## src/rtl/vga_image_reader.sv

```systemverilog
// VGA timing generator that streams a grayscale image from shared memory to the top-left of the screen.
// Define VGA_SCALE2_EN to draw the image at 2x scale (each memory word covers 2 pixels x 2 lines).
module vga_image_reader #(
    parameter int H_ACTIVE  = 640,
    parameter int H_FP      = 16,
    parameter int H_SYNC    = 96,
    parameter int H_BP      = 48,
    parameter int V_ACTIVE  = 480,
    parameter int V_FP      = 10,
    parameter int V_SYNC    = 2,
    parameter int V_BP      = 33,
    parameter int IMG_W     = 256,
    parameter int IMG_H     = 256,
    parameter int IMG1_BASE = 65536,
    parameter int ADDR_W    = 17,
    parameter int PIX_W     = 8
) (
    input  logic              clk,
    input  logic              reset,
    input  logic              pix_en,
    input  logic              enableVGAX,
    input  logic              imageSelector,
    output logic [ADDR_W-1:0] mem_addr,
    output logic              mem_rd,
    input  logic [PIX_W-1:0]  mem_rdata,
    output logic              hsync,
    output logic              vsync,
    output logic              video_on,
    output logic [PIX_W-1:0]  pixel,
    output logic              frame_start
);
    localparam int H_TOTAL  = H_ACTIVE + H_FP + H_SYNC + H_BP;
    localparam int V_TOTAL  = V_ACTIVE + V_FP + V_SYNC + V_BP;
    localparam int HW       = $clog2(H_TOTAL);
    localparam int VW       = $clog2(V_TOTAL);
    localparam int HS_START = H_ACTIVE + H_FP;
    localparam int HS_END   = H_ACTIVE + H_FP + H_SYNC - 1;
    localparam int VS_START = V_ACTIVE + V_FP;
    localparam int VS_END   = V_ACTIVE + V_FP + V_SYNC - 1;

    localparam logic [HW-1:0]     H_LAST = HW'(H_TOTAL - 1);
    localparam logic [VW-1:0]     V_LAST = VW'(V_TOTAL - 1);
    localparam logic [ADDR_W-1:0] BASE1  = ADDR_W'(IMG1_BASE);

    logic [HW-1:0]     hcnt;
    logic [VW-1:0]     vcnt;
    int                h_pos;
    int                v_pos;
    logic              line_end;
    logic              frame_end;
    logic              at_origin;
    logic              lat_en;
    logic              lat_sel;
    logic              eff_en;
    logic              eff_sel;
    logic [ADDR_W-1:0] base;
    logic [ADDR_W-1:0] fetch_addr;
    logic              in_area;
    logic              in_img;
    logic              s1_in;
    logic              s1_hs;
    logic              s1_vs;
    logic              s1_vid;
    logic              s1_fs;
    logic [PIX_W-1:0]  rdata_q;

    assign h_pos     = int'(hcnt);
    assign v_pos     = int'(vcnt);
    assign line_end  = (hcnt == H_LAST);
    assign frame_end = (vcnt == V_LAST);
    assign at_origin = (hcnt == '0) && (vcnt == '0);

    // The origin fetch must already use the values being latched for the new frame.
    assign eff_en  = at_origin ? enableVGAX    : lat_en;
    assign eff_sel = at_origin ? imageSelector : lat_sel;
    assign base    = eff_sel ? BASE1 : '0;
    assign in_img  = eff_en & in_area;

    always_ff @(posedge clk or negedge reset) begin
        if (!reset) begin
            hcnt <= '0;
            vcnt <= '0;
        end else if (pix_en) begin
            if (line_end) begin
                hcnt <= '0;
                vcnt <= frame_end ? '0 : vcnt + VW'(1);
            end else begin
                hcnt <= hcnt + HW'(1);
            end
        end
    end

    always_ff @(posedge clk or negedge reset) begin
        if (!reset) begin
            lat_en  <= 1'b0;
            lat_sel <= 1'b0;
        end else if (pix_en && at_origin) begin
            lat_en  <= enableVGAX;
            lat_sel <= imageSelector;
        end
    end

`ifdef VGA_SCALE2_EN
    logic [ADDR_W-1:0] row_base;

    assign in_area    = (h_pos < 2 * IMG_W) && (v_pos < 2 * IMG_H) && (v_pos < V_ACTIVE);
    assign fetch_addr = at_origin ? base : row_base + ADDR_W'(hcnt[HW-1:1]);

    // Each image row is shown on two consecutive lines; advance after the odd one.
    always_ff @(posedge clk or negedge reset) begin
        if (!reset) begin
            row_base <= '0;
        end else if (pix_en) begin
            if (at_origin) begin
                row_base <= base;
            end else if (line_end && vcnt[0]) begin
                row_base <= row_base + ADDR_W'(IMG_W);
            end
        end
    end
`else
    logic [ADDR_W-1:0] next_addr;

    assign in_area    = (h_pos < IMG_W) && (v_pos < IMG_H);
    assign fetch_addr = at_origin ? base : next_addr;

    // Image rows are contiguous in memory, so a running +1 pointer covers the whole frame.
    always_ff @(posedge clk or negedge reset) begin
        if (!reset) begin
            next_addr <= '0;
        end else if (pix_en && in_img) begin
            next_addr <= fetch_addr + ADDR_W'(1);
        end
    end
`endif

    always_ff @(posedge clk or negedge reset) begin
        if (!reset) begin
            mem_rd   <= 1'b0;
            mem_addr <= '0;
        end else begin
            mem_rd <= pix_en & in_img;
            if (pix_en && in_img) begin
                mem_addr <= fetch_addr;
            end
        end
    end

    always_ff @(posedge clk or negedge reset) begin
        if (!reset) begin
            s1_in  <= 1'b0;
            s1_hs  <= 1'b1;
            s1_vs  <= 1'b1;
            s1_vid <= 1'b0;
            s1_fs  <= 1'b0;
        end else if (pix_en) begin
            s1_in  <= in_img;
            s1_hs  <= !((h_pos >= HS_START) && (h_pos <= HS_END));
            s1_vs  <= !((v_pos >= VS_START) && (v_pos <= VS_END));
            s1_vid <= (h_pos < H_ACTIVE) && (v_pos < V_ACTIVE);
            s1_fs  <= at_origin;
        end
    end

    // Read data arrives the clk after mem_rd, which may be long before the next strobe.
    always_ff @(posedge clk or negedge reset) begin
        if (!reset) begin
            rdata_q <= '0;
        end else if (mem_rd) begin
            rdata_q <= mem_rdata;
        end
    end

    always_ff @(posedge clk or negedge reset) begin
        if (!reset) begin
            hsync       <= 1'b1;
            vsync       <= 1'b1;
            video_on    <= 1'b0;
            pixel       <= '0;
            frame_start <= 1'b0;
        end else begin
            frame_start <= pix_en & s1_fs;
            if (pix_en) begin
                hsync    <= s1_hs;
                vsync    <= s1_vs;
                video_on <= s1_vid;
                pixel    <= s1_in ? (mem_rd ? mem_rdata : rdata_q) : '0;
            end
        end
    end

endmodule

```

## config.mk

```make
export PLATFORM = sky130hd
export DESIGN_NAME = vga_image_reader
export DESIGN_NICKNAME = d
export VERILOG_FILES = /design/src/rtl/vga_image_reader.sv
export SDC_FILE = /design/constraint.sdc
export NUM_CORES = 1
export LEC_CHECK = 0
export BUFFER_PORTS_ARGS = -buffer_cell sky130_fd_sc_hd__buf_4
export CORE_MARGIN = 2
export CORE_UTILIZATION = 40
export CTS_CLUSTER_SIZE = 24
export DETAILED_ROUTE_END_ITERATION = 12
export GPL_ROUTABILITY_DRIVEN = 0
export GPL_TIMING_DRIVEN = 1
export PLACE_DENSITY = 0.61
export SYNTH_ARGS = -nofsm -noshare
export SYNTH_HDL_FRONTEND = slang
export SYNTH_SLANG_ARGS = --single-unit
```

## constraint.sdc

```tcl
create_clock -name clk -period 3.1 [get_ports clk]
set_clock_uncertainty 0.15 [all_clocks]
set_input_delay 0.62 -clock clk [delete_from_list [all_inputs] [get_ports clk]]
set_output_delay 0.62 -clock clk [all_outputs]
set_load 0.01 [all_outputs]
```

==> results of run 1 <==
layout make-up:
| class | instances | area (um2) |
|---|---|---|
| clock inverters | 4 | 27.53 |
| clock buffers | 12 | 145.1 |
| well taps | 111 | 138.9 |
| inverters | 20 | 75.07 |
| flip-flops and latches | 81 | 2032 |
| repair buffers | 47 | 365.4 |
| multi-input cells | 237 | 1548 |
| fillers | 840 | 4821 |
worst paths after layout:
check,startpoint,end
max,hcnt[0],next_addr[0]
min,reset,mem_addr[6]
max reg2reg,hcnt[0],next_addr[0]
min reg2reg,s1_fs,frame_start
max in group asynchronous,reset,hsync
min in group clk,s1_fs,frame_start
placed cells by master, fill, tap and decap left out, types with 11 or more instances in the layout:
cell type / instances
nand2_1: 44
o21ai_0: 21
dfrtp_1: 77
mux2_2: 12
xnor2_1: 14
nor2_1: 13
nand4_1: 16
xor2_1: 11
nand3_1: 24
buf_4: 46
inv_1: 20
sequential cells by signal (all words and copies together), names as in the netlist:
signal       cells
video_on         1
frame_start      1
pixel            8
rdata_q          8
next_addr       17
lat_en           1
s1_vs            1
s1_vid           1
s1_in            1
vsync            1
s1_hs            1
vcnt            10
hsync            1
mem_addr        17
mem_rd           1
s1_fs            1
hcnt            10
worst max-delay path: stages, from the launching register on:
cell and delay, ps:
dfrtp_1 430, inv_1 70, ha_1 140, nor3b_1 370, nand4_1 220, nand2_1 140, and2_1 580, inv_1 130
o21a_1 200
report_power, final:
group | switching, uW | internal, uW | total, uW
sequential | 58.2 | 1100 | 1160
combinational | 105 | 83.2 | 188
clock | 382 | 316 | 698
metal layers:
metal / wire length (um) / global-route usage [%] / up-vias / part of all wire (%)
li1: - / - / 1324 / -
met1: 3756 / 22.32 / 1326 / 49
met2: 3430 / 25.13 / 56 / 45
met3: 287 / 3.051 / 14 / 3.8
met4: 158 / 7.482 / 0 / 2.1
met5: 0 / 0 / - / 0
per-stage QoR:
stage	std cells	utilization [%]	setup WS, ps	area (um2)
after floorplan	357	-	877.4	3746
after global placement	496	45.44	649.9	4159
after detailed placement	496	45.44	601.1	4159
after CTS	512	47.33	571.3	4332
after global routing	512	47.33	229.8	4332
final	512	47.33	549.4	4332
kinds of logic after synthesis:
family,share of synthesized area [%]
simple gates,20.24
flops,54.24
compound gates,9.753
buf+inv,4.442
xor+xnor,5.845
mux,4.142
fa+ha+maj,1.336
==> results.md, run 1 <==
- Outcome: completed
- Hold_buf cts: 0
- Clock transition at the registers of the reported paths: 90 ps
- Die height: 100.8 um
- CTS tree: done
- Setup_tns: 0 ps
- P_leak: 0.001908 uW
- Top-count cell post-synth: dfrtp_1
- Worst setup EP type: flop
- Post-DRT Antenna Nets: 0
- Most used flip-flop cell after synthesis: dfrtp_1
- Period utilization: 82.28%
- Register area share after synthesis: 54.24%
- Initial antenna violation count: 0
- Synth Register Bits: 81
- Hold Vio Cnt, Final: 0
- Syn nets: 374
- Final Max Tran Viols: 0
- First-pass GRT wire length: 13.10 mm
- Nets: 413
- Tmin final: 2551 ps
- IO buf count: 42
- Row cnt: 35
- Area leader, netlist: dfrtp_1
- Relative slew slack: 54.07%
- Vias in the first global route: 2719
- Critical Path RT: 3180 ps
- Setup CP Type: reg2reg
- Maximum vdd drop: 0.0002484 V
- HPWL Detailed: 5.255 mm
- Post-Synthesis Cells: 357
- Area Overhead vs Synth: 15.63%
- Initial DRT Pass Iterations: 4
- Flop-to-flop setup slack: 550 ps
- Tot GR Track Use: 16.30%
- Min Hold Slack: 71.82 ps
- Post-synth top area share: 51.44%
- Routed wire length: 7.633 mm
- EDFF count, synth: 0
- Skew-Pair Late Insertion Delay: 350 ps
- Post-synthesis cell area: 3746 um2
- Overall power: 2045 uW
- Initial Util: 40.93%
- Synth warn: 0
- # diodes: 0
- Worst Path Max Fanout: 18
- Die width: 100.8 um
- Post-CTS setup repair buffer count: 0
- TritonCTS Sinks: 81
- I/O Pins: 43
- Reg2reg path depth: 8
- Share of post-route cells with drive strength above 1: 21.70%
- Post-route DRC: 0
- Clock Path Buffers: 2
- Pwr Density: 472.2 nW/um2
- Distinct cell type count after synthesis: 53
- Vias after detailed routing: 2720
- Clk Tree Root Cell: clkbuf_8
- DR vias/cell: 5.313
- CTS Buf Count: 9
- Largest net degree at the start of global routing: 47
- Tightest Hold Check Type: in2async
- Max_cap viols: 0
- Synth top cells by count: 77 x dfrtp_1, 44 x nand2_1, 24 x nand3_1
- Grt ovf: 0
- Final setup violation count: 0
- Worst slew pin tran: 689.0 ps
- Htree depth: 3
- Post_cts resized: 0
- Startpoint types: flop
- Initial drt markers: 108
- Most area-consuming cells after synthesis: dfrtp_1 51%, nand2_1 4.4%, mux2_2 3.6%
- Mean Syn Cell Area: 10.49 um2
- Async SR Flop Fraction: 100.0%
- Fmax: 0.3921 GHz
- RSZ-0062 raised after global routing: no
- Critical Path AT: 2630 ps
- Core area: 9153 um2
- Die footprint: 10160 um2
- Routed wire per std cell: 14.91 um
No activity file was read; power rests on OpenSTA's default activity.
==> run 2: changes to the inputs <==
--- a/config.mk
+++ b/config.mk
@@ -12,7 +12,7 @@
 export DETAILED_ROUTE_END_ITERATION = 12
 export GPL_ROUTABILITY_DRIVEN = 0
 export GPL_TIMING_DRIVEN = 1
-export PLACE_DENSITY = 0.61
+export PLACE_DENSITY = 0.63
 export SYNTH_ARGS = -nofsm -noshare
 export SYNTH_HDL_FRONTEND = slang
 export SYNTH_SLANG_ARGS = --single-unit
==> constraint.sdc (replaced) <==
create_clock -name clk -period 2.23 [get_ports clk]
set_clock_uncertainty 0.15 [all_clocks]
set_input_delay 0.446 -clock clk [delete_from_list [all_inputs] [get_ports clk]]
set_output_delay 0.446 -clock clk [all_outputs]
set_load 0.01 [all_outputs]
==> run 2 against run 1 <==
Net effect: global-route usage is 0.11 points higher; total power grew 54%; design area is 5.6% higher; sequential share of layout area shrank 2.5 points; largest power group unchanged; non-clock buffer count grew 20; setup slack lost 450 ps; highest routed layer unchanged.
==> results.md, run 2 (synthesis gave the netlist of run 1 again) <==
- Clock Path Buffers: 2
- Vias after detailed routing: 2832
- Largest net degree at the start of global routing: 52
- Pwr Density: 687.1 nW/um2
- Outcome: completed
- Maximum vdd drop: 0.0002817 V
- P_leak: 0.002040 uW
- Initial drt markers: 111
- Period utilization: 95.70%
- Setup CP Type: reg2reg
- # diodes: 0
- CTS tree: done
- Critical Path RT: 2310 ps
- Commonest non-fill, non-tap cells in the layout: 77 x dfrtp_1, 65 x buf_4, 44 x nand2_1
- Initial antenna violation count: 0
- Clock transition at the registers of the reported paths: 80 ps
- Share of post-route cells with drive strength above 1: 27.32%
- Worst setup EP type: flop
- Post-route DRC: 0
- Tmin final: 2134 ps
- Clk Tree Root Cell: clkbuf_8
- RSZ-0062 raised after global routing: yes
- Min Hold Slack: 200.4 ps
- Nets: 433
- Top layer used by detailed routing: met4
- Relative slew slack: 71.78%
- Startpoint types: flop
- TritonCTS Sinks: 81
- Row cnt: 35
- Hold_sp: mem_rdata[0]
- Core area: 9153 um2
- Critical Path AT: 2220 ps
- Met3 Wirelength: 364 um
- Final setup violation count: 0
- Initial DRT Pass Iterations: 5
- Skew-Pair Late Insertion Delay: 340 ps
- Fin util: 49.97%
- Critical path startpoint: vcnt[1]
- Most common cell after layout, fill and taps aside: dfrtp_1
- Initial Util: 40.93%
- Htree depth: 3
- Area Overhead vs Synth: 22.08%
- Vias in the first global route: 2758
- Tightest Hold Check Type: in2reg
- First-pass GRT wire length: 13.23 mm
- Worst Path Max Fanout: 5
- Max_cap viols: 0
- Hold Vio Cnt, Final: 0
- Final Max Tran Viols: 0
- Post-DRT Antenna Nets: 0
- Die width: 100.8 um
- CTS Buf Count: 9
- Post-CTS setup repair buffer count: 0
- Worst slew pin tran: 423.4 ps
- Fmax: 0.4686 GHz
- I/O Pins: 43
- M1 WL: 3.733 mm
- Top flop regs: mem_addr (17), next_addr (17)
- Routed wire length: 7.681 mm
- Met2 wire len: 3.488 mm
- DR vias/cell: 5.323
- Die height: 100.8 um
- Fillers: 827
- IO buf count: 42
- Launch point of the worst reg-to-reg path: vcnt[1]
- Routed wire per std cell: 14.44 um
- HPWL Detailed: 5.443 mm
- Tot GR Track Use: 16.41%
- Grt ovf: 0
- Die footprint: 10160 um2
==> run 2: path summary, 6_finish.rpt <==
kind / to / slack (ps) / cells after the start
worst min register to register: frame_start / 340 / 1
worst max register to register: next_addr[16] / 100 / 8
max in group asynchronous: vsync / 850 / 3
min in group asynchronous: mem_addr[6] / 420 / 2
worst min-delay path: rdata_q[0] / 200 / 2
worst max-delay path: next_addr[16] / 100 / 8
==> run 2: area by class of cell <==
type / instances / area, um2 / area share (%)
Clock buffer: 10 / 137.6 / 3.010
Clock inverter: 6 / 90.09 / 1.970
Tap cell: 111 / 138.9 / 3.037
Timing Repair Buffer: 67 / 518.0 / 11.33
Multi-Input combinational cell: 237 / 1582 / 34.58
Inverter: 20 / 75.07 / 1.642
Sequential cell: 81 / 2032 / 44.43
==> run 2: what timing repair did <==
action | CTS | global route
pin swaps | 0 | 2
hold buffers | 1 | 0
endpoints found under the setup margin | 9 | 23
cloned | 0 | 0
hold endpoints to repair | 30 | 0
gates resized for setup | 3 | 7
==> run 2: worst max-delay path, stage by stage, from the launching register on <==
cell,delay (ps)
dfrtp_1,380
inv_1,70
ha_1,170
nor4b_4,230
buf_4,190
nand4_1,120
or3_1,340
a22o_1,210
a21o_1,170
==> run 2: power breakdown <==
part           switching [uW]  total [uW]  internal (uW)
clock                     533        1200            665
sequential               73.0        1600           1530
combinational             176         340            163
==> run 2: through the flow <==
stage	cells	power (uW)	cell area [um2]	setup TNS, ps	worst slack, ps
floorplan	357	1796	3746	0	7.432
global placement	515	1936	4302	0	44.39
detailed placement	515	1946	4302	-143.9	-60.33
CTS	532	3159	4547	0	20.13
global route	532	3295	4573	-31.07	-30.76
finish	532	3142	4573	0	95.79
==> run 2: routing by layer <==
layer  vias to the layer above  track usage, %
met1                      1393           23.48
met4                         0           6.744
met5                         -               0
li1                       1366               -
met2                        65           24.31
met3                         8           3.329
==> run 3: changes to the inputs <==
==> config.mk (replaced) <==
export PLATFORM = sky130hd
export DESIGN_NAME = vga_image_reader
export DESIGN_NICKNAME = d
export VERILOG_FILES = /design/src/rtl/vga_image_reader.sv
export SDC_FILE = /design/constraint.sdc
export NUM_CORES = 1
export LEC_CHECK = 0
export BUFFER_PORTS_ARGS = -buffer_cell sky130_fd_sc_hd__buf_2
export CORE_MARGIN = 2
export CORE_UTILIZATION = 40
export CTS_CLUSTER_SIZE = 24
export DETAILED_ROUTE_END_ITERATION = 12
export GPL_ROUTABILITY_DRIVEN = 0
export GPL_TIMING_DRIVEN = 1
export PLACE_DENSITY = 0.62
export SYNTH_ARGS = -nofsm -noshare
export SYNTH_HDL_FRONTEND = slang
export SYNTH_SLANG_ARGS = --single-unit
==> run 3 against run 2 <==
Net effect: global-route usage shrank 0.27 points; sequential share of layout area grew 0.72 points; via count shrank 0.78%; combinational power shrank 5%; total power grew 1.4%; worst hold slack lost 16 ps; clock power grew 5%; fmax grew 1.1%; wire length shrank 0.31%.
==> results.md, run 3 (synthesis gave the netlist of run 1 again) <==
- Hold Vio Cnt, Final: 0
- Tightest Hold Check Type: in2reg
- Die width: 100.8 um
- Core area: 9153 um2
- Critical Path RT: 2350 ps
- Post-route DRC: 0
- Final Max Tran Viols: 0
- Placement Setup Slack: 23.73 ps
- CTS Buf Count: 9
- Pwr Density: 707.7 nW/um2
- Startpoint types: flop
- Die height: 100.8 um
- HPWL Detailed: 5.407 mm
- Tmin final: 2111 ps
- Critical path capture point: mem_addr[11]
- Critical path startpoint: vcnt[1]
- Initial antenna violation count: 0
- I/O Pins: 43
- Maximum vdd drop: 0.0004074 V
- Relative slew slack: 70.47%
- Routed wire length: 7.657 mm
- R2R Path End: mem_addr[11]
- Die footprint: 10160 um2
- TritonCTS Sinks: 81
- Skew-Pair Late Insertion Delay: 360 ps
- Htree depth: 3
- Max_cap viols: 0
- Most common cell after layout, fill and taps aside: dfrtp_1
- Largest net degree at the start of global routing: 49
- Setup ws final: 119.4 ps
- First-pass GRT wire length: 12.92 mm
- Vias after detailed routing: 2810
- DR vias/cell: 5.262
- Fmax: 0.4738 GHz
- Critical Path AT: 2230 ps
- Inst Count DP: 517
- Worst slew pin tran: 442.9 ps
- Period utilization: 94.65%
- Vias in the first global route: 2695
- Reg2reg path depth: 9
- Clock transition at the registers of the reported paths: 90 ps
- Worst Path Max Fanout: 11
- Tot GR Track Use: 16.13%
- Routed wire per std cell: 14.34 um
- Flop-to-flop setup slack: 120 ps
- Grt ovf: 0
- Area Overhead vs Synth: 20.14%
- Share of post-route cells with drive strength above 1: 27.42%
- Launch point of the worst reg-to-reg path: vcnt[1]
- Commonest non-fill, non-tap cells in the layout: 77 x dfrtp_1, 44 x nand2_1, 41 x buf_2
- Critical path, cell by cell: inv_1 -> ha_1 -> nor4b_4 -> buf_4 -> and4_4 -> nand4_4 -> and2_4 -> buf_4 -> o31ai_2
- Initial drt markers: 119
- Critical path's slowest cell: dfrtp_1
- Final setup violation count: 0
- Clock Path Buffers: 2
- Final Non-Filler Cells: 534
- IO buf count: 42
- Post-DRT Antenna Nets: 0
- Clk Tree Root Cell: clkbuf_8
- Initial Util: 40.93%
- CP most frequent cell: buf_4
- Outcome: completed
- Worst setup EP type: flop
- Top flop regs: mem_addr (17), next_addr (17)
- Hold_sp: mem_rdata[2]
- Row cnt: 35
- Initial DRT Pass Iterations: 4
- Nets: 435
- # diodes: 0
- CP max stage delay: 380 ps
- CTS tree: done
- P_leak: 0.002052 uW
- Setup CP Type: reg2reg
## run 3: cell types whose count changed in the layout (fill, tap and decap cells not counted), sizes merged
| cell | delta |
|---|---|
| buf | +2 |
| clkbuf | +1 |
| clkinvlp | -1 |
## run 3: final cells by class
cell class / instances / area, um2
clock buffer: 11 / 151.4
clock inverter: 5 / 86.33
fill: 845 / 4652
inverter: 20 / 75.07
multi-input combinational: 237 / 1579
sequential: 81 / 2032
tap: 111 / 138.9
timing repair buffer: 69 / 437.9
## run 3: layer usage
layer | global-route usage (%) | vias up | wire length [um] | part of all wire [%]
li1 | - | 1373 | - | -
met1 | 22.78 | 1376 | 3775 | 49
met2 | 24.31 | 48 | 3482 | 45
met3 | 2.982 | 13 | 267 | 3.5
met4 | 7.060 | 0 | 131 | 1.7
met5 | 0 | - | 0 | 0
## run 3: worst min path at each step
stage,end,slack [ps],cells after the start
global placement,mem_addr[5],280,1
floorplan,frame_start,0.4,0
global route,rdata_q[6],180,2
finish,rdata_q[2],180,2
detailed placement,mem_addr[6],280,1
CTS,rdata_q[2],170,2
## run 3: repair_timing
action,4_1_cts,5_1_grt
endpoints found under the hold margin,33,0
pin swaps,0,1
setup endpoints to repair,1,33
resized for setup,1,9
buffers inserted,0,0
hold buffers,1,0
## run 3: power by group
group          total (uW)  switching (uW)  internal [uW]
Sequential           1600            68.1           1530
Clock                1260             562            700
Combinational         324             174            150
Total                3190             804           2380
## run 3: worst max-delay path, delay by kind of cell (launching register included)
kind	cells	cell delay, ps
adders and majority gates	1	130
buffers and inverters	3	410
and+or+nand+nor	4	720
DFF	1	380
AOI/OAI and AO/OA	1	220
## run 3: stage by stage
stage	hold WS, ps	TNS, ps	instance area [um2]	total power (uW)	util (%)
5_1_grt	180.1	-0.5078	4501	3321	49.17
6_report	184.7	0	4501	3185	49.17
3_3_place_gp	276.8	0	4214	1927	46.04
2_1_floorplan	0.4089	0	3746	1796	-
3_5_place_dp	275.6	0	4214	1936	46.04
4_1_cts	172.2	0	4463	3197	48.76
